`src/rtl/ll_receive_credit_fifo_pkg.sv`:
```
// ll_rx_pkg: shared helpers and debug-status field layout for the receive credit FIFO.
package ll_rx_pkg;
  localparam int DBG_COUNT_LSB = 0;
  localparam int DBG_PEND_LSB  = 8;
  localparam int DBG_OVF_BIT   = 31;

  function automatic logic [3:0] thermo4(int n);
    return (n >= 4) ? 4'hf : (n <= 0) ? 4'h0 : 4'((32'd1 << n) - 32'd1);
  endfunction
endpackage

```
`src/rtl/ll_receive_credit_fifo_if.sv`:
```
// ll_receive_credit_fifo_if: receive-word, user-stream and credit-return signals of the link receiver.
interface ll_receive_credit_fifo_if #(
  parameter int WIDTH = 256
);
  logic             rx_i_pushbit;
  logic [WIDTH-1:0] rx_i_data;
  logic             user_i_valid;
  logic [WIDTH-1:0] user_i_data;
  logic             user_i_ready;
  logic [3:0]       tx_i_credit;

  modport master (
    output rx_i_pushbit, rx_i_data, user_i_ready,
    input  user_i_valid, user_i_data, tx_i_credit
  );
  modport slave (
    input  rx_i_pushbit, rx_i_data, user_i_ready,
    output user_i_valid, user_i_data, tx_i_credit
  );
endinterface

```
`src/rtl/ll_receive_credit_fifo_buf.sv`:
```
// ll_rx_buf: show-ahead pointer FIFO; a push while full is accepted only alongside a pop.
module ll_rx_buf #(
  parameter int WIDTH = 256,
  parameter int DEPTH = 8,
  localparam int AW = $clog2(DEPTH)
) (
  input  logic             clk_wr,
  input  logic             rst_wr_n,
  input  logic             i_flush,
  input  logic             i_push,
  input  logic             i_pop,
  input  logic [WIDTH-1:0] i_data,
  output logic [WIDTH-1:0] o_data,
  output logic [AW:0]      o_count,
  output logic             o_empty,
  output logic             o_wr
);
  localparam logic [AW:0] ONE = 1;
  logic [AW:0]      r_wr_ptr, r_rd_ptr;
  logic [WIDTH-1:0] r_mem [DEPTH];
  logic             w_rd, w_wr;

  assign o_count = r_wr_ptr - r_rd_ptr;
  assign o_empty = r_wr_ptr == r_rd_ptr;
  assign w_rd    = i_pop & ~o_empty;
  // count never exceeds DEPTH, so its top bit alone flags full
  assign w_wr    = i_push & ~i_flush & (~o_count[AW] | w_rd);
  assign o_wr    = w_wr;
  assign o_data  = r_mem[r_rd_ptr[AW-1:0]];

  always_ff @(posedge clk_wr or negedge rst_wr_n) begin
    if (!rst_wr_n) begin
      r_wr_ptr <= '0;
      r_rd_ptr <= '0;
    end else if (i_flush) begin
      r_wr_ptr <= '0;
      r_rd_ptr <= '0;
    end else begin
      if (w_wr) r_wr_ptr <= r_wr_ptr + ONE;
      if (w_rd) r_rd_ptr <= r_rd_ptr + ONE;
    end
  end

  always_ff @(posedge clk_wr or negedge rst_wr_n) begin
    if (!rst_wr_n) begin
      for (int i = 0; i < DEPTH; i++) r_mem[i] <= '0;
    end else if (w_wr) begin
      r_mem[r_wr_ptr[AW-1:0]] <= i_data;
    end
  end
endmodule

```
`src/rtl/ll_receive_credit_fifo.sv`:
```
// ll_receive_credit_fifo: receive buffer for a streaming logic link that returns
// one credit to the far-end transmitter per freed entry.
module ll_receive_credit_fifo
  import ll_rx_pkg::*;
#(
  parameter int WIDTH        = 256,
  parameter int DEPTH        = 8,
  parameter int TX_CRED_SIZE = 1
) (
  input  logic                    clk_wr,
  input  logic                    rst_wr_n,
  input  logic                    tx_online,
  input  logic                    rx_online,
  ll_receive_credit_fifo_if.slave bus,
  output logic [31:0]             rx_i_debug_status
);
  localparam int AW = $clog2(DEPTH);
  // returned credits can never exceed DEPTH, so the cap fits the pending width
  localparam int CM = (TX_CRED_SIZE < DEPTH) ? TX_CRED_SIZE : DEPTH;
  localparam logic [AW:0] CRED_MAX = CM[AW:0];

  logic [AW:0] w_count, w_avail, w_ret, r_pending;
  logic [3:0]  r_credit;
  logic        w_empty, w_wr, w_pop, w_ovf_evt, r_ovf;

  ll_rx_buf #(.WIDTH(WIDTH), .DEPTH(DEPTH)) u_buf (
    .clk_wr  (clk_wr),
    .rst_wr_n(rst_wr_n),
    .i_flush (~rx_online),
    .i_push  (bus.rx_i_pushbit),
    .i_pop   (bus.user_i_ready),
    .i_data  (bus.rx_i_data),
    .o_data  (bus.user_i_data),
    .o_count (w_count),
    .o_empty (w_empty),
    .o_wr    (w_wr)
  );

  assign bus.user_i_valid = ~w_empty;
  assign bus.tx_i_credit  = r_credit;
  assign w_pop     = bus.user_i_ready & ~w_empty;
  assign w_ovf_evt = bus.rx_i_pushbit & rx_online & ~w_wr;
  assign w_avail   = r_pending + {{AW{1'b0}}, w_pop};
  assign w_ret     = ~tx_online ? '0 : (w_avail > CRED_MAX) ? CRED_MAX : w_avail;

  always_ff @(posedge clk_wr or negedge rst_wr_n) begin
    if (!rst_wr_n) begin
      r_pending <= '0;
      r_credit  <= '0;
      r_ovf     <= 1'b0;
    end else begin
      r_ovf     <= r_ovf | w_ovf_evt;
      r_pending <= rx_online ? w_avail - w_ret : '0;
      r_credit  <= rx_online ? thermo4(int'(w_ret)) : 4'h0;
    end
  end

  always_comb begin
    rx_i_debug_status = '0;
    rx_i_debug_status[DBG_OVF_BIT] = r_ovf;
    rx_i_debug_status[DBG_PEND_LSB +: 8] = 8'(r_pending);
    rx_i_debug_status[DBG_COUNT_LSB +: 8] = 8'(w_count);
  end
endmodule

```
`src/flat_wrapper.sv`:
```
// flat-port wrapper written by rule: the top's interface ports become plain ports
module ll_receive_credit_fifo_flat import ll_rx_pkg::*;
#(
  parameter int WIDTH        = 256,
  parameter int DEPTH        = 8,
  parameter int TX_CRED_SIZE = 1
)
  (clk_wr, rst_wr_n, tx_online, rx_online, rx_i_debug_status, bus_rx_i_pushbit, bus_rx_i_data, bus_user_i_ready, bus_user_i_valid, bus_user_i_data, bus_tx_i_credit);
  ll_receive_credit_fifo_if #(.WIDTH(WIDTH)) bus_i ();
  input  logic clk_wr;
  input  logic rst_wr_n;
  input  logic tx_online;
  input  logic rx_online;
  output logic [31:0] rx_i_debug_status;
  input wire logic [$bits(bus_i.rx_i_pushbit)-1:0] bus_rx_i_pushbit;
  input wire logic [$bits(bus_i.rx_i_data)-1:0] bus_rx_i_data;
  input wire logic [$bits(bus_i.user_i_ready)-1:0] bus_user_i_ready;
  output wire logic [$bits(bus_i.user_i_valid)-1:0] bus_user_i_valid;
  output wire logic [$bits(bus_i.user_i_data)-1:0] bus_user_i_data;
  output wire logic [$bits(bus_i.tx_i_credit)-1:0] bus_tx_i_credit;
  assign bus_i.rx_i_pushbit = bus_rx_i_pushbit;
  assign bus_i.rx_i_data = bus_rx_i_data;
  assign bus_i.user_i_ready = bus_user_i_ready;
  assign bus_user_i_valid = bus_i.user_i_valid;
  assign bus_user_i_data = bus_i.user_i_data;
  assign bus_tx_i_credit = bus_i.tx_i_credit;
  ll_receive_credit_fifo #(.WIDTH(WIDTH), .DEPTH(DEPTH), .TX_CRED_SIZE(TX_CRED_SIZE)) u_core (.clk_wr(clk_wr), .rst_wr_n(rst_wr_n), .tx_online(tx_online), .rx_online(rx_online), .bus(bus_i), .rx_i_debug_status(rx_i_debug_status));
endmodule
```
`config.mk`:
```
export PLATFORM = sky130hd
export DESIGN_NAME = ll_receive_credit_fifo_flat
export DESIGN_NICKNAME = d
export VERILOG_FILES = /design/src/rtl/ll_receive_credit_fifo_pkg.sv /design/src/rtl/ll_receive_credit_fifo_if.sv /design/src/rtl/ll_receive_credit_fifo_buf.sv /design/src/rtl/ll_receive_credit_fifo.sv /design/src/flat_wrapper.sv
export SDC_FILE = /design/constraint.sdc
export NUM_CORES = 2
export LEC_CHECK = 0
export CAP_MARGIN = 20
export CORE_UTILIZATION = 51
export DETAILED_ROUTE_END_ITERATION = 10
export PLACE_DENSITY = 0.72
export SLEW_MARGIN = 20
export SYNTH_ARGS = -nofsm -noshare
export SYNTH_HDL_FRONTEND = slang
export SYNTH_HIERARCHICAL = 1
export SYNTH_SLANG_ARGS = --single-unit
```
`constraint.sdc`:
```
create_clock -name clk_wr -period 10 [get_ports clk_wr]
set_clock_uncertainty 0.15 [all_clocks]
set_input_delay 1 -clock clk_wr [delete_from_list [all_inputs] [get_ports clk_wr]]
set_output_delay 1 -clock clk_wr [all_outputs]
set_load 0.03 [all_outputs]
```
==> impl_results.md <==
* Initial antenna violation count at 50
* Pre-CTS WS at 4.296 ns
* CP Capture Type: output pin
* Post-synthesis register bit count at between 2000 and 2500
* Post-DR wirelength/cell at 25.45 µm
* # rows at about 160
* Async SR Flop Fraction at between 90% and 100%
* Core area at 188000 µm²
* Top post-synthesis cells by area: dfrtp_1 54%, mux2_4 15%, mux4_2 12%
* Failing checks: design-rule violations
* CTS Buf Count at 215
* Die Width at 437.1 µm
* Hold Fails Final Rpt at 0
* GR Layer Usage met3 at under 10%
* Count leader, synth: dfrtp_1
* CP max FO at 67
* Port buffer count at 531
* Worst slew pin tran at 1.142 ns
* Vias in the first global route at 57557
* CP Launch Type: flip-flop
* Total track usage at 24.46%
* Total of max-cap violations at 0
* Clock tree sinks at 2065
* Max VDD drop at 0.2221 mV
* CTS H-Tree Depth at 4
* Die Ht at around 440 µm
* Avg Cell Area, Syn at 16.30 µm²
* Synth cell count leaders: 2065 x dfrtp_1, 960 x mux2_1, 960 x mux2_4, 774 x nand2_1, 512 x mux4_2
* Synth area leader: dfrtp_1
* Number of nets still failing antenna checks after routing at 0
* Post-route minimum period at 6.227 ns
* Final Max Slew Viols at 0
* Unrepaired setup endpoints after global routing: false
* HPWL after detailed placement at 129600 µm
* GR Util met2 at between 40% and 50%
* Fin util at 58.67%
* Top-area cell type share of the netlist area at a little over half
* Clock Latency Late Sink at 0.86 ns
* R2R Setup Slk at 4.19 ns
* Initial drt markers at 3413
* First-pass GRT wire length at roughly 360000 µm
* Worst relative slew slack at 23.84%
* GPL Wtd Cong at 0.7958
* R2R Path End: u_core/u_buf/r_mem[1715]$_DFFE_PN0P_
* Clk root buf: clkbuf_16
* Synth Cell Area at around 97000 µm²
* Top FF cell, synth: dfrtp_1
* Reg2Reg Depth at 8
* CP arrival at 5.08 ns
* Via density at 5.779
* Die area at 191100 µm²
* Share of layout cells above drive strength 1 at 31.09%
* DRC violations left at 56
* Hold-fix buffer count after cts at 0
* Area growth from synthesis to final layout at 14.23%
* PD cells at around 270 nW/µm²
* Final Cycle Share at 62.27%
* Congestion Overflow GR at 0
* Setup bufs post-CTS at 0
* Status: finished with violations
* # setup viols final at 0
* Post-CTS Resized at 0
* Total number of vias at 52277
* Worst hold slack at about 0.0043 ns
* DR pass1 iterations at 8
* Final wirelength at 230200 µm
* Ports at ~560
* Most Used Layer, Global Route: met2
* Post-synth EDFFs at 0
* Synth warnings at 6
* Setup tns final at 0 ns
* Worst setup margin at 3.773 ns
* Post-Syn Instances at 5924
* Initial Utilization at between 50% and 60%
* Worst min path class: in -> async
* Fmax at 160.6 MHz
* GR Util met1 at 32.38%
* Share of the yosys chip area belonging to registers at 53.52%
* Clock slew at reported path FFs at 0.06 ns
* Required time worst endpoint at 8.85 ns
* Synth cell types at 49
* CTS max path bufs at 3
* Critical R2R Launch: u_core/u_buf/r_rd_ptr[2]$_DFFE_PN0P_
* Leakage power at approximately 54 nW
* Fin nets at roughly 6600
* Largest net degree at the start of global routing at 181
* CTS tree: done
* Setup CP Type: reg -> out
* CP Launch Point: u_core/u_buf/r_rd_ptr[2]$_DFFE_PN0P_
-- sequential cells by signal (all words and copies together), names as in the netlist --
| signal | flops |
|---|---|
| u_core/r_ovf | 1 |
| u_core/bus.tx_i_credit | 4 |
| u_core/u_buf/r_wr_ptr | 4 |
| u_core/u_buf/r_mem | 2048 |
| u_core/r_pending | 4 |
| u_core/u_buf/r_rd_ptr | 4 |
-- layout by cell type (no fill, tap or decap), drive strengths merged, types with 12 or more instances in the layout --
cell type	Yosys	layout
buf	340	76
clkbuf	80	322
clkdlybuf4s50	0	530
clkinv	0	41
conb	2	27
dfrtp	2065	2065
diode	0	31
inv	11	19
mux2	2050	2050
mux4	512	512
nand2	774	774
nor2	12	12
-- cell type report --
cell class              count  area, µm²
multi-input cells        3453      42020
inverters                  11      48.80
diodes                     31      77.57
flip-flops and latches   2065      51690
fillers                 14191      77700
well taps                2495       3122
repair buffers            606       6254
clock buffers             322       6335
clock inverters            63      763.2
-- per-stage QoR --
stage          instance area (µm²)  std cells  power (mW)
6_report                    110300       9046       29.76
5_1_grt                     110300       9044       31.12
4_1_cts                     110200       9015       30.02
3_5_place_dp                103100       8630       21.88
3_3_place_gp                103100       8630       21.59
2_1_floorplan                96650       5949       18.29
-- worst max path at each step --
stage	slack [ns]	depth (start not counted)	to
floorplan	6.03	16	u_core/r_pending[2]$_DFF_PN0_
global placement	4.38	8	u_core/u_buf/r_mem[1730]$_DFFE_PN0P_
detailed placement	4.30	8	u_core/u_buf/r_mem[1714]$_DFFE_PN0P_
CTS	3.63	6	bus_user_i_data[134]
global route	3.51	6	bus_user_i_data[69]
finish	3.77	6	bus_user_i_data[134]
-- worst max-delay path, cell delays in order, from the launching register on --
cell             delay [ns]
dfrtp_4                0.88
buf_4                  0.89
buf_4                  0.72
buf_4                  0.68
nand2_1                0.13
nand2_1                0.14
clkdlybuf4s50_1        0.69
-- power by group --
group	internal, mW	switching [mW]
registers	10.5	1.14
clock network	4.65	3.37
logic	5.19	4.89
-- metal layers --
layer  up-vias  wire length (µm)
li1      22339                 -
met5         -               132
met2      1046            114000
met1     28495             97760
met3       377              9284
met4        20              9096
-- kinds of logic (layout without fill, tap and decap cells) --
family / count (synthesis) / after routing / share of synthesized area [%]
XOR/XNOR: 7 / 7 / 0.07128
AO/OA/AOI/OAI: 27 / 27 / 0.2527
buffers and inverters: 431 / 1002 / 3.113
other: 2 / 58 / 0.007778
adder cells (fa/ha/maj): 13 / 13 / 0.1840
multiplexers: 2564 / 2564 / 39.60
flip-flops: 2065 / 2065 / 53.52
AND/OR/NAND/NOR: 815 / 815 / 3.251
No activity file was read; power rests on OpenSTA's default activity.
